## src/rtl/spi_reg_bridge.sv

```systemverilog
// spi_reg_bridge: turns pairs of SPI frames (command, data) into register
// reads and writes. It holds NREG control registers and exposes NREG
// read-only status words. tx_data is the word the slave shifts out next frame.
module spi_reg_bridge #(
  parameter int              NBIT     = 8,
  parameter int              NREG     = 8,
  parameter int              TIMEOUT  = 1000000,
  parameter logic [NBIT-1:0] CTRL_RST = '0
) (
  input  logic                    clk,
  input  logic                    rst_n,
  input  logic [NBIT-1:0]         rx_data,
  input  logic                    rx_strobe,
  input  logic                    tx_strobe,
  output logic [NBIT-1:0]         tx_data,
  input  logic [NREG*NBIT-1:0]    stat_i,
  output logic [NREG*NBIT-1:0]    ctrl_o,
  output logic                    wr_strobe,
  output logic [$clog2(NREG)-1:0] wr_addr
);

  localparam int AW = $clog2(NREG);
  localparam int CW = (TIMEOUT > 1) ? $clog2(TIMEOUT) : 1;
  localparam logic [CW-1:0]   TO_LAST  = CW'(TIMEOUT - 1);
  // Address bounds are compared at full NBIT width so that 2*NREG equal to
  // 2^(NBIT-1) does not wrap to zero.
  localparam logic [NBIT-1:0] CTRL_END = NBIT'(NREG);
  localparam logic [NBIT-1:0] STAT_END = NBIT'(2 * NREG);

  typedef enum logic {IDLE, DATA} state_t;

  state_t          state;
  logic [NBIT-1:0] cmd_reg;
  logic            err_addr;
  logic            err_tout;
  logic            frame_act;
  logic [CW-1:0]   tout_cnt;
  logic [NBIT-1:0] ctrl_reg [NREG];
  logic [NBIT-1:0] stat_w   [NREG];

  logic [NBIT-1:0] rx_addr;
  logic [NBIT-1:0] cmd_addr;
  logic [AW-1:0]   rx_soff;
  logic            rx_is_ctrl;
  logic            rx_is_stat;
  logic            cmd_is_ctrl;
  logic            cmd_is_stat;
  logic [NBIT-1:0] rd_val;
  logic            data_err;

  // Status word: fixed 1010 signature in the top nibble, flags in bits 1:0.
  function automatic logic [NBIT-1:0] status_word(input logic ea, input logic et);
    logic [NBIT-1:0] s;
    s = '0;
    s[NBIT-1 -: 4] = 4'b1010;
    s[1] = ea;
    s[0] = et;
    return s;
  endfunction

  // Unpack status inputs and pack control registers onto the flat buses.
  genvar gi;
  generate
    for (gi = 0; gi < NREG; gi++) begin : g_pack
      assign stat_w[gi]              = stat_i[gi*NBIT +: NBIT];
      assign ctrl_o[gi*NBIT +: NBIT] = ctrl_reg[gi];
    end
  endgenerate

  // Address decode for the incoming command word and for the latched command.
  always_comb begin
    rx_addr     = {1'b0, rx_data[NBIT-2:0]};
    cmd_addr    = {1'b0, cmd_reg[NBIT-2:0]};
    rx_soff     = AW'(rx_addr - CTRL_END);
    rx_is_ctrl  = (rx_addr < CTRL_END);
    rx_is_stat  = !rx_is_ctrl && (rx_addr < STAT_END);
    cmd_is_ctrl = (cmd_addr < CTRL_END);
    cmd_is_stat = !cmd_is_ctrl && (cmd_addr < STAT_END);
    rd_val      = '0;
    if (rx_is_ctrl) begin
      rd_val = ctrl_reg[rx_addr[AW-1:0]];
    end else if (rx_is_stat) begin
      rd_val = stat_w[rx_soff];
    end
    // A write aimed at a status register is flagged when the data arrives.
    data_err = err_addr | (!cmd_reg[NBIT-1] & cmd_is_stat);
  end

  // Command/data FSM with frame tracking, timeout and all registered outputs.
  always_ff @(posedge clk or negedge rst_n) begin
    if (!rst_n) begin
      state     <= IDLE;
      cmd_reg   <= '0;
      err_addr  <= 1'b0;
      err_tout  <= 1'b0;
      frame_act <= 1'b0;
      tout_cnt  <= '0;
      tx_data   <= status_word(1'b0, 1'b0);
      wr_strobe <= 1'b0;
      wr_addr   <= '0;
      for (int i = 0; i < NREG; i++) begin
        ctrl_reg[i] <= CTRL_RST;
      end
    end else begin
      wr_strobe <= 1'b0;

      // rx_strobe closes a frame, tx_strobe opens one; opening wins a tie.
      if (tx_strobe) begin
        frame_act <= 1'b1;
      end else if (rx_strobe) begin
        frame_act <= 1'b0;
      end

      case (state)
        IDLE: begin
          if (rx_strobe) begin
            cmd_reg  <= rx_data;
            state    <= DATA;
            tout_cnt <= '0;
            err_tout <= 1'b0;
            err_addr <= !rx_is_ctrl && !rx_is_stat;
            tx_data  <= rx_data[NBIT-1] ? rd_val : '0;
          end
        end

        DATA: begin
          if (rx_strobe) begin
            state <= IDLE;
            if (!cmd_reg[NBIT-1] && cmd_is_ctrl) begin
              ctrl_reg[cmd_addr[AW-1:0]] <= rx_data;
              wr_strobe <= 1'b1;
              wr_addr   <= cmd_addr[AW-1:0];
            end
            err_addr <= data_err;
            tx_data  <= status_word(data_err, err_tout);
          end else if (frame_act) begin
            tout_cnt <= '0;
          end else if (tout_cnt == TO_LAST) begin
            err_tout <= 1'b1;
            tx_data  <= status_word(err_addr, 1'b1);
            state    <= IDLE;
          end else begin
            tout_cnt <= tout_cnt + 1'b1;
          end
        end

        default: state <= IDLE;
      endcase
    end
  end

endmodule

```

## config.mk

```make
export PLATFORM = sky130hd
export DESIGN_NAME = spi_reg_bridge
export DESIGN_NICKNAME = d
export VERILOG_FILES = /design/src/rtl/spi_reg_bridge.sv
export SDC_FILE = /design/constraint.sdc
export NUM_CORES = 1
export LEC_CHECK = 0
export BUFFER_PORTS_ARGS = -buffer_cell sky130_fd_sc_hd__buf_2
export CAP_MARGIN = 5
export CORE_MARGIN = 2
export CORE_UTILIZATION = 40
export CTS_CLUSTER_SIZE = 16
export DETAILED_ROUTE_END_ITERATION = 6
export PLACE_DENSITY = 0.77
export SLEW_MARGIN = 0
export SYNTH_ARGS = -nofsm -noshare
export SYNTH_HDL_FRONTEND = slang
export SYNTH_SLANG_ARGS = --single-unit
export TNS_END_PERCENT = 10
```

## constraint.sdc

```tcl
create_clock -name clk -period 2.3 [get_ports clk]
set_input_delay 0.23 -clock clk [delete_from_list [all_inputs] [get_ports clk]]
set_output_delay 0.23 -clock clk [all_outputs]
set_load 0.05 [all_outputs]
```

# After elaboration in Yosys (flattened, before gate mapping)
# Index checks and enable logic that the tools add are counted.
[totals]
ff_bits = 108
latchBits = 0
mem_bits_rw = 0
mem_bits_ro = 0
in_bits = 76
output_inout_bits = 76
wordCells = 97
memories = 0
[classes]
n_addsub = 2
n_mul = 0
div = 0
n_lt_le_gt_ge = 8
eq_ne = 9
n_shift = 0
muxes = 39
bitwise = 6
n_reduce_logical = 16
[op_table]
columns = ["cell", "n"]
rows = [
  ["2-to-1 mux 8 bit", 12],
  ["2-to-1 mux 20 bit", 4],
  ["bitwise mux 64 bit", 1],
  ["binary-select mux 8 bit (select 3 bit)", 2],
  ["one-hot mux 20 bit (2 select lines)", 1],
  ["demux 8 bit (select 3 bit)", 1],
  ["adder 20 x 1 -> 20 bit, second input constant", 1],
  ["equality test 20 bit, second input constant", 1],
  ["one-hot mux 8 bit (2 select lines)", 1],
  ["less-than comparator 7 x 4 -> 1 bit, second input constant", 2],
  ["less-than comparator 7 x 5 -> 1 bit, second input constant", 2],
  ["2-to-1 mux 1 bit", 14],
  ["greater-or-equal comparator 4 bit, second input constant", 3],
  ["inverter 3 -> 4 bit", 3],
  ["AND reduction 3 bit", 3],
  ["!= test 2 bit, second input constant", 4],
  ["!= test 3 bit, second input constant", 2],
  ["one-hot mux 1 bit (2 select lines)", 3],
  ["logical AND 1 bit", 5],
  ["logical NOT 1 bit", 4],
  ["less-than comparator 4 x 1 -> 1 bit, second input constant", 1],
  ["AND reduction 2 bit", 2],
  ["AND reduction 4 bit", 1],
  ["!= test 3 x 2 -> 1 bit, second input constant", 1],
  ["other kinds (6)", 6],
]

# Logic depth before layout (Yosys ltp)
# Gate-level depths: netlist (run 1).
[logic_depth]
word_depth = 10
mapped_depth = 8

# Worst setup path after synthesis (run 1)
# Ideal clock, no wire load.
[synth_timing]
path_type = "register to register"
startpoint = "register state"
endpoint = "register tout_cnt[7]"
setup_time_ns = 0.078
t_arrival_ns = 2.147
t_required_ns = 2.222
path_slack_ns = 0.076
path_stages_with_launch = 9
n_path_buf = 2
cell_sequence = "dfrtp_1 > clkbuf_1 > inv_1 > ha_1 > or2_2 > a31o_2 > buf_4 > or4_1 > a21oi_1"
[synth_via]
elab_chain_len = 3
[synth_lines]
columns = ["item", "line_no", "text"]
rows = [
  ["from (decl)", "32", "state_t state;"],
  ["from (signal assigned)", "92", "state <= IDLE;"],
  ["from (signal assigned)", "118", "state <= DATA;"],
  ["from (signal assigned)", "128", "state <= IDLE;"],
  ["inverter 1 bit (no line)", "n/a", ""],
  ["!= test 2 bit (no line)", "n/a", ""],
  ["AND reduction 3 bit (no line)", "n/a", ""],
  ["to (signal assigned)", "143", "tout_cnt <= tout_cnt + 1'b1;"],
  ["to (decl)", "37", "logic [CW-1:0] tout_cnt;"],
]
# Parallel ways exist; a longest one is shown, timed or not.
# A chain may end at the register's enable or synchronous reset.

# Final worst setup path (run 1)
[layout_timing]
startpoint = "register cmd_reg[7]"
endpoint = "register ctrl_reg (netlist bit ctrl_o[3])"
[layout_via]
elab_chain_len = 3
[layout_lines]
columns = ["item", "line_no", "text"]
rows = [
  ["from (decl)", "33", "logic [NBIT-1:0] cmd_reg;"],
  ["from (signal assigned)", "117", "cmd_reg <= rx_data;"],
  ["logical NOT 1 bit", "129", "if (!cmd_reg[NBIT-1] && cmd_is_ctrl) begin"],
  ["logical AND 1 bit", "129", ""],
  ["AND reduction 3 bit (no line)", "n/a", ""],
  ["to (signal, indexed assignment)", "130", "ctrl_reg[cmd_addr[AW-1:0]] <= rx_data;"],
  ["to (decl)", "38", "logic [NBIT-1:0] ctrl_reg [NREG];"],
]
# Every way passes these cells.

==> impl_metrics.env, run 1 <==
export IMPL_finClkSkew_ns=0.01214
export IMPL_timing_final_crit_share_pct=94.57
export IMPL_grt_max_degree=44
export IMPL_die_area_um2=15190
export IMPL_synthCells=445
export IMPL_nets=681
export IMPL_required_ns=2.54
export IMPL_die_w_um=123.2
export IMPL_wl_met3_um=992
export IMPL_path_class="reg -> reg"
export IMPL_outcome="complete, no violations"
export IMPL_worst_slew_pin_slew_ns=0.6736
export IMPL_tns_ns=0
export IMPL_drv_slew=0
export IMPL_grt_pass1_wl_um=25030
export IMPL_worstPathBufferInverterCount=0
export IMPL_drive_above_1_share_pct=50.41
export IMPL_cts_made_buffers=9
export IMPL_fillCellCount=1221
export IMPL_setup_violations=0
export IMPL_start_kind="flop"
export IMPL_die_h_um=123.2
export IMPL_grt_usage_pct=21.93
export IMPL_cts_setup_buffers=0
export IMPL_total_power_mw=5.210
export IMPL_hold_viol=0
export IMPL_highest_layer="met4"
export IMPL_crit_path_end_kind="flop"
export IMPL_synth_edff_count=0
export IMPL_p_per_area_nw_per_um2=743.6
export IMPL_crit_fanout=8
export IMPL_drtIter0Drc=367
export IMPL_grt_overflow=0
export IMPL_cp_top_family="simple AND/OR/NAND/NOR gates"
export IMPL_ys_ff_latch=108
export IMPL_final_cell_mix="buf_2, dfrtp_1, mux2_2"
export IMPL_synth_nets=526
export IMPL_clk_latency_ns=0.36
export IMPL_slew_limit_headroom_pct=55.00
export IMPL_rows=43
export IMPL_ff_latch_area_um2=2705
export IMPL_place_hpwl_um=12210
export IMPL_multi_input_area_um2=2848
export IMPL_rsz0062_at_grt="false"
export IMPL_syn_cell_area_um2=5688
export IMPL_wire_per_inst_um=20.51
export IMPL_postSynthAreaPerCell_um2=12.78
export IMPL_synthFlopType="dfrtp_1"
export IMPL_fmax_ghz=0.4597
export IMPL_gp_congestion=0.8432
export IMPL_diodes=0
export IMPL_hold_class="in -> reg"
export IMPL_wl_met1_um=6471
export IMPL_start_util_pct=40.98
export IMPL_cpMaxStageDelayCell="nor3_4"
export IMPL_htreeDepth=3
export IMPL_vias=4473
export IMPL_slowest_delay_ns=0.51
export IMPL_drc=0
export IMPL_clk_path_buf_depth=2
export IMPL_period_needed_ns=2.175
export IMPL_dr_pass1_iters=4
export IMPL_leakagePower_nw=3.464
export IMPL_routed_via_density=5.698
export IMPL_crit_chain="nor4_4 > and2b_2 > nand3_4 > nor3_4 > mux2_2"
export IMPL_routed_wl_met2_um=8263
export IMPL_drtAntennaViolNets=0
export IMPL_root_buffer="clkbuf_16"
export IMPL_stdcell_area_um2=7007
export IMPL_port_buffer_count=151
export IMPL_antenna_found_initial=0
export IMPL_placed_cell_area_um2=6704
export IMPL_path_clk_slew_ns=0.08
export IMPL_max_vdd_ir_drop_mv=0.5505
export IMPL_wl_um=16100
export IMPL_synth_cell_type_count=61
export IMPL_cts_sinks=108
export IMPL_ys_seq_area_share_pct=47.56
export IMPL_cts_tree="yes"
export IMPL_critical_path_arrival_ns=2.41
export IMPL_ys_warnings_count=0
export IMPL_io_pins=152
export IMPL_cap_violations=0
export IMPL_grt_pass1_vias=4444
export IMPL_core_area_um2=13880
export IMPL_largest_reg_flops=64
export IMPL_area_delta_synth_final_pct=23.19
export IMPL_synthArstFlopShare_pct=100.0
export IMPL_final_common_cell="buf_2"
[stage by stage]
step	hold WS, ns	instances	utilization [%]	worst slack [ns]
final	0.08123	785	50.48	0.1248
after global routing	0.07525	785	50.48	0.05649
after CTS	0.06982	785	50.48	0.1076
after detailed placement	0.2666	768	48.30	0.1078
after global placement	0.2585	768	48.30	0.07913
after floorplan	-0.06559	445	-	0.07567
[synthesized netlist by cell type, types with 5 or more instances]
| master | count | area (µm²) |
|---|---|---|
| mux2_2 | 74 | 833.3 |
| nor2_1 | 23 | 86.33 |
| nor2b_1 | 9 | 56.30 |
| or3_1 | 5 | 31.28 |
| o21ai_0 | 13 | 65.06 |
| nand2_1 | 25 | 93.84 |
| xor2_1 | 5 | 43.79 |
| ha_1 | 5 | 62.56 |
| nand3_1 | 9 | 45.04 |
| a22o_1 | 5 | 43.79 |
| nor3_1 | 8 | 40.04 |
| dfrtp_1 | 106 | 2653 |
| buf_2 | 5 | 25.02 |
| mux4_2 | 28 | 630.6 |
| mux2i_1 | 5 | 50.05 |
| a21oi_1 | 11 | 55.05 |
| and3_1 | 9 | 56.30 |
| nand4_1 | 5 | 31.28 |
| clkbuf_1 | 15 | 56.30 |
[final timing paths]
kind                       startpoint     endpoint  slack [ns]  cells past startpoint
max in group asynchronous       rst_n   tx_data[7]        1.14                      3
min in group asynchronous       rst_n  tout_cnt[0]        0.42                      2
min                         tx_strobe    frame_act        0.08                      2
max                        cmd_reg[7]    ctrl_o[3]        0.12                      5
max reg2reg                cmd_reg[7]    ctrl_o[3]        0.12                      5
min reg2reg                tx_data[3]   tx_data[3]        0.49                      2
[metal layers]
metal  global-route usage, %  up-vias
li1                        -     1991
met1                   28.95     2278
met2                   35.99      183
met3                   5.212       21
met4                   6.676        0
met5                       0        -
[cell type report]
class                   count  area share (%)
inverters                   4          0.2143
repair buffers            169           13.14
clock buffers               9           3.214
flip-flops and latches    108           38.61
multi-input cells         308           40.64
clock inverters             7          0.9643
well taps                 180           3.214
[worst register-to-register path, stage by stage, from the launching register on]
cell     delay, ns
dfrtp_1       0.41
nor4_4        0.35
and2b_2       0.23
nand3_4       0.13
nor3_4        0.51
mux2_2        0.42
[report_power, final]
part	leakage (nW)	switching, mW	internal (mW)
clock	0.139	0.761	0.762
combinational	1.87	0.925	0.471
sequential	1.46	0.197	2.09
total	3.46	1.88	3.33
[logic make-up (layout without fill, tap and decap cells)]
group | after synthesis | count (layout) | share of synthesized area [%]
xor+xnor | 8 | 8 | 1.232
buf+inv | 29 | 189 | 2.375
fa+ha+maj | 5 | 5 | 1.100
flops | 108 | 108 | 47.56
compound gates | 59 | 59 | 7.435
simple gates | 129 | 129 | 13.68
mux | 107 | 107 | 26.62
[repair_timing]
action                                  in CTS  in global routing
hold buffers                                 1                  0
endpoints found under the setup margin       0                  0
endpoints found under the hold margin       39                  0
gates resized for setup                      0                  0
(Power assumes the default switching activity.)
==> run 2, diff against run 1 <==
--- a/config.mk
+++ b/config.mk
@@ -8,10 +8,10 @@
 export BUFFER_PORTS_ARGS = -buffer_cell sky130_fd_sc_hd__buf_2
 export CAP_MARGIN = 5
 export CORE_MARGIN = 2
-export CORE_UTILIZATION = 40
+export CORE_UTILIZATION = 48
 export CTS_CLUSTER_SIZE = 16
 export DETAILED_ROUTE_END_ITERATION = 6
-export PLACE_DENSITY = 0.77
+export PLACE_DENSITY = 0.88
 export SLEW_MARGIN = 0
 export SYNTH_ARGS = -nofsm -noshare
 export SYNTH_HDL_FRONTEND = slang
==> run 2 against run 1 <==
  * Register-to-register slack worse by 0.03 ns
  * Via count is 1.2% higher
  * Maximum frequency decreased by 1.4%
  * Largest cell class unchanged
  * Count of clock-buffer cells in the layout rose by 3
  * Non-clock buffer count fell by 3
  * Highest routed layer unchanged
  * Total power is 1.4% higher
  * Die area is 16% lower
  * Worst setup slack got worse by 0.032 ns
  * Sequential power about the same
  * Utilization up 10 points
==> impl_metrics.env, run 2 (synthesis gave the netlist of run 1 again) <==
export IMPL_outcome="complete, no violations"
export IMPL_start_kind="flop"
export IMPL_grt_pass1_wl_um=25560
export IMPL_largest_reg_flops=64
export IMPL_setup_violations=0
export IMPL_routed_via_density=6.074
export IMPL_grt_pass1_vias=4652
export IMPL_whs_ns=0.1041
export IMPL_path_class="reg -> reg"
export IMPL_slew_limit_headroom_pct=42.48
export IMPL_ctsResizeCount=0
export IMPL_gp_congestion=0.8632
export IMPL_timing_final_crit_share_pct=95.95
export IMPL_wire_per_inst_um=21.62
export IMPL_slowest_delay_ns=0.55
export IMPL_drc=0
export IMPL_die_w_um=112.9
export IMPL_worst_slack_ns=0.09324
export IMPL_grt_overflow=0
export IMPL_rows=39
export IMPL_root_buffer="clkbuf_16"
export IMPL_tns_ns=0
export IMPL_die_area_um2=12740
export IMPL_required_ns=2.54
export IMPL_globalRouteMet2Util_pct=43.71
export IMPL_clk_path_buf_depth=2
export IMPL_cts_tree="yes"
export IMPL_nets=678
export IMPL_htreeDepth=3
export IMPL_final_common_cell="buf_2"
export IMPL_grt_util_met1_pct=33.63
export IMPL_crit_fanout=8
export IMPL_drive_above_1_share_pct=49.83
export IMPL_crit_path_end_kind="flop"
export IMPL_core_area_um2=11470
export IMPL_path_clk_slew_ns=0.07
export IMPL_hold_class="in -> reg"
export IMPL_fin_cells=745
export IMPL_worst_slew_pin_slew_ns=0.8410
export IMPL_antenna_found_initial=0
export IMPL_diodes=0
export IMPL_period_needed_ns=2.207
export IMPL_dr_pass1_iters=5
export IMPL_drtIter0Drc=361
export IMPL_crit_chain="nor4_4 > and2b_2 > nand3_4 > nor3b_4 > mux2_2"
export IMPL_busiest_layer="met2"
export IMPL_cap_violations=0
export IMPL_die_h_um=112.9
export IMPL_cts_sinks=108
export IMPL_wl_um=16110
export IMPL_dp_cells=727
export IMPL_io_pins=152
export IMPL_grt_max_degree=55
export IMPL_rsz0062_at_grt="false"
export IMPL_grt_usage_pct=26.16
export IMPL_cts_made_buffers=9
export IMPL_max_vdd_ir_drop_mv=0.6939
export IMPL_post_place_ws_ns=0.1416
export IMPL_port_buffer_count=151
export IMPL_clk_latency_ns=0.35
export IMPL_total_power_mw=5.282
export IMPL_critical_path_arrival_ns=2.44
export IMPL_area_delta_synth_final_pct=22.39
export IMPL_fmax_ghz=0.4532
export IMPL_final_cell_mix="buf_2, dfrtp_1, mux2_2"
export IMPL_start_util_pct=49.60
export IMPL_leakagePower_nw=3.460
export IMPL_cpMaxStageDelayCell="nor3b_4"
export IMPL_vias=4525
export IMPL_met3_usage_pct=6.427
export IMPL_drtAntennaViolNets=0
export IMPL_p_per_area_nw_per_um2=758.7
export IMPL_drv_slew=0
export IMPL_finClkSkew_ns=0.009757
export IMPL_place_hpwl_um=12180
export IMPL_hold_viol=0
==> run 2: power breakdown <==
part | switching [mW] | internal (mW)
Clock | 0.709 | 0.885
Combinational | 0.933 | 0.468
Sequential | 0.193 | 2.09
Total | 1.83 | 3.45
==> run 2: area by class of cell <==
cell class,instances,area (µm²)
Clock buffer,12,246.5
Fill cell,848,4506
Multi-Input combinational cell,308,2848
Inverter,4,15.01
Timing Repair Buffer,166,910.9
Clock inverter,4,57.56
Tap cell,143,178.9
Sequential cell,108,2705
==> run 2: path summary, 6_finish.rpt <==
path,start,to,slack (ns),cells after the start
max,cmd_reg[7],ctrl_o[17],0.09,5
min,tx_strobe,frame_act,0.10,2
max reg2reg,cmd_reg[7],ctrl_o[17],0.09,5
min reg2reg,tx_data[2],tx_data[2],0.50,2
max in group asynchronous,rst_n,tx_data[7],1.25,3
min in group asynchronous,rst_n,wr_addr[1],0.37,2
==> run 2: layer usage <==
layer,routed length [µm],vias to the layer above
met1,6394,2302
met4,428,0
met5,0,-
met3,1089,35
li1,-,1982
met2,8193,206
==> run 2: stage by stage <==
stage / area [µm²] / util, %
6_report: 6962 / 60.71
5_1_grt: 6962 / 60.71
4_1_cts: 6954 / 60.64
3_5_place_dp: 6640 / 57.91
3_3_place_gp: 6640 / 57.91
2_1_floorplan: 5688 / -
==> run 2: repair_timing <==
item / in CTS / in global routing
setup endpoints to repair: 0 / 1
setup buffers: 0 / 1
endpoints found under the hold margin: 32 / 0
hold buffers: 1 / 0
==> run 2: critical path: cells and delay by family, from the launching register on <==
kind | cells | cell delay [ns]
and+or+nand+nor | 4 | 1.28
muxes | 1 | 0.41
DFF | 1 | 0.41
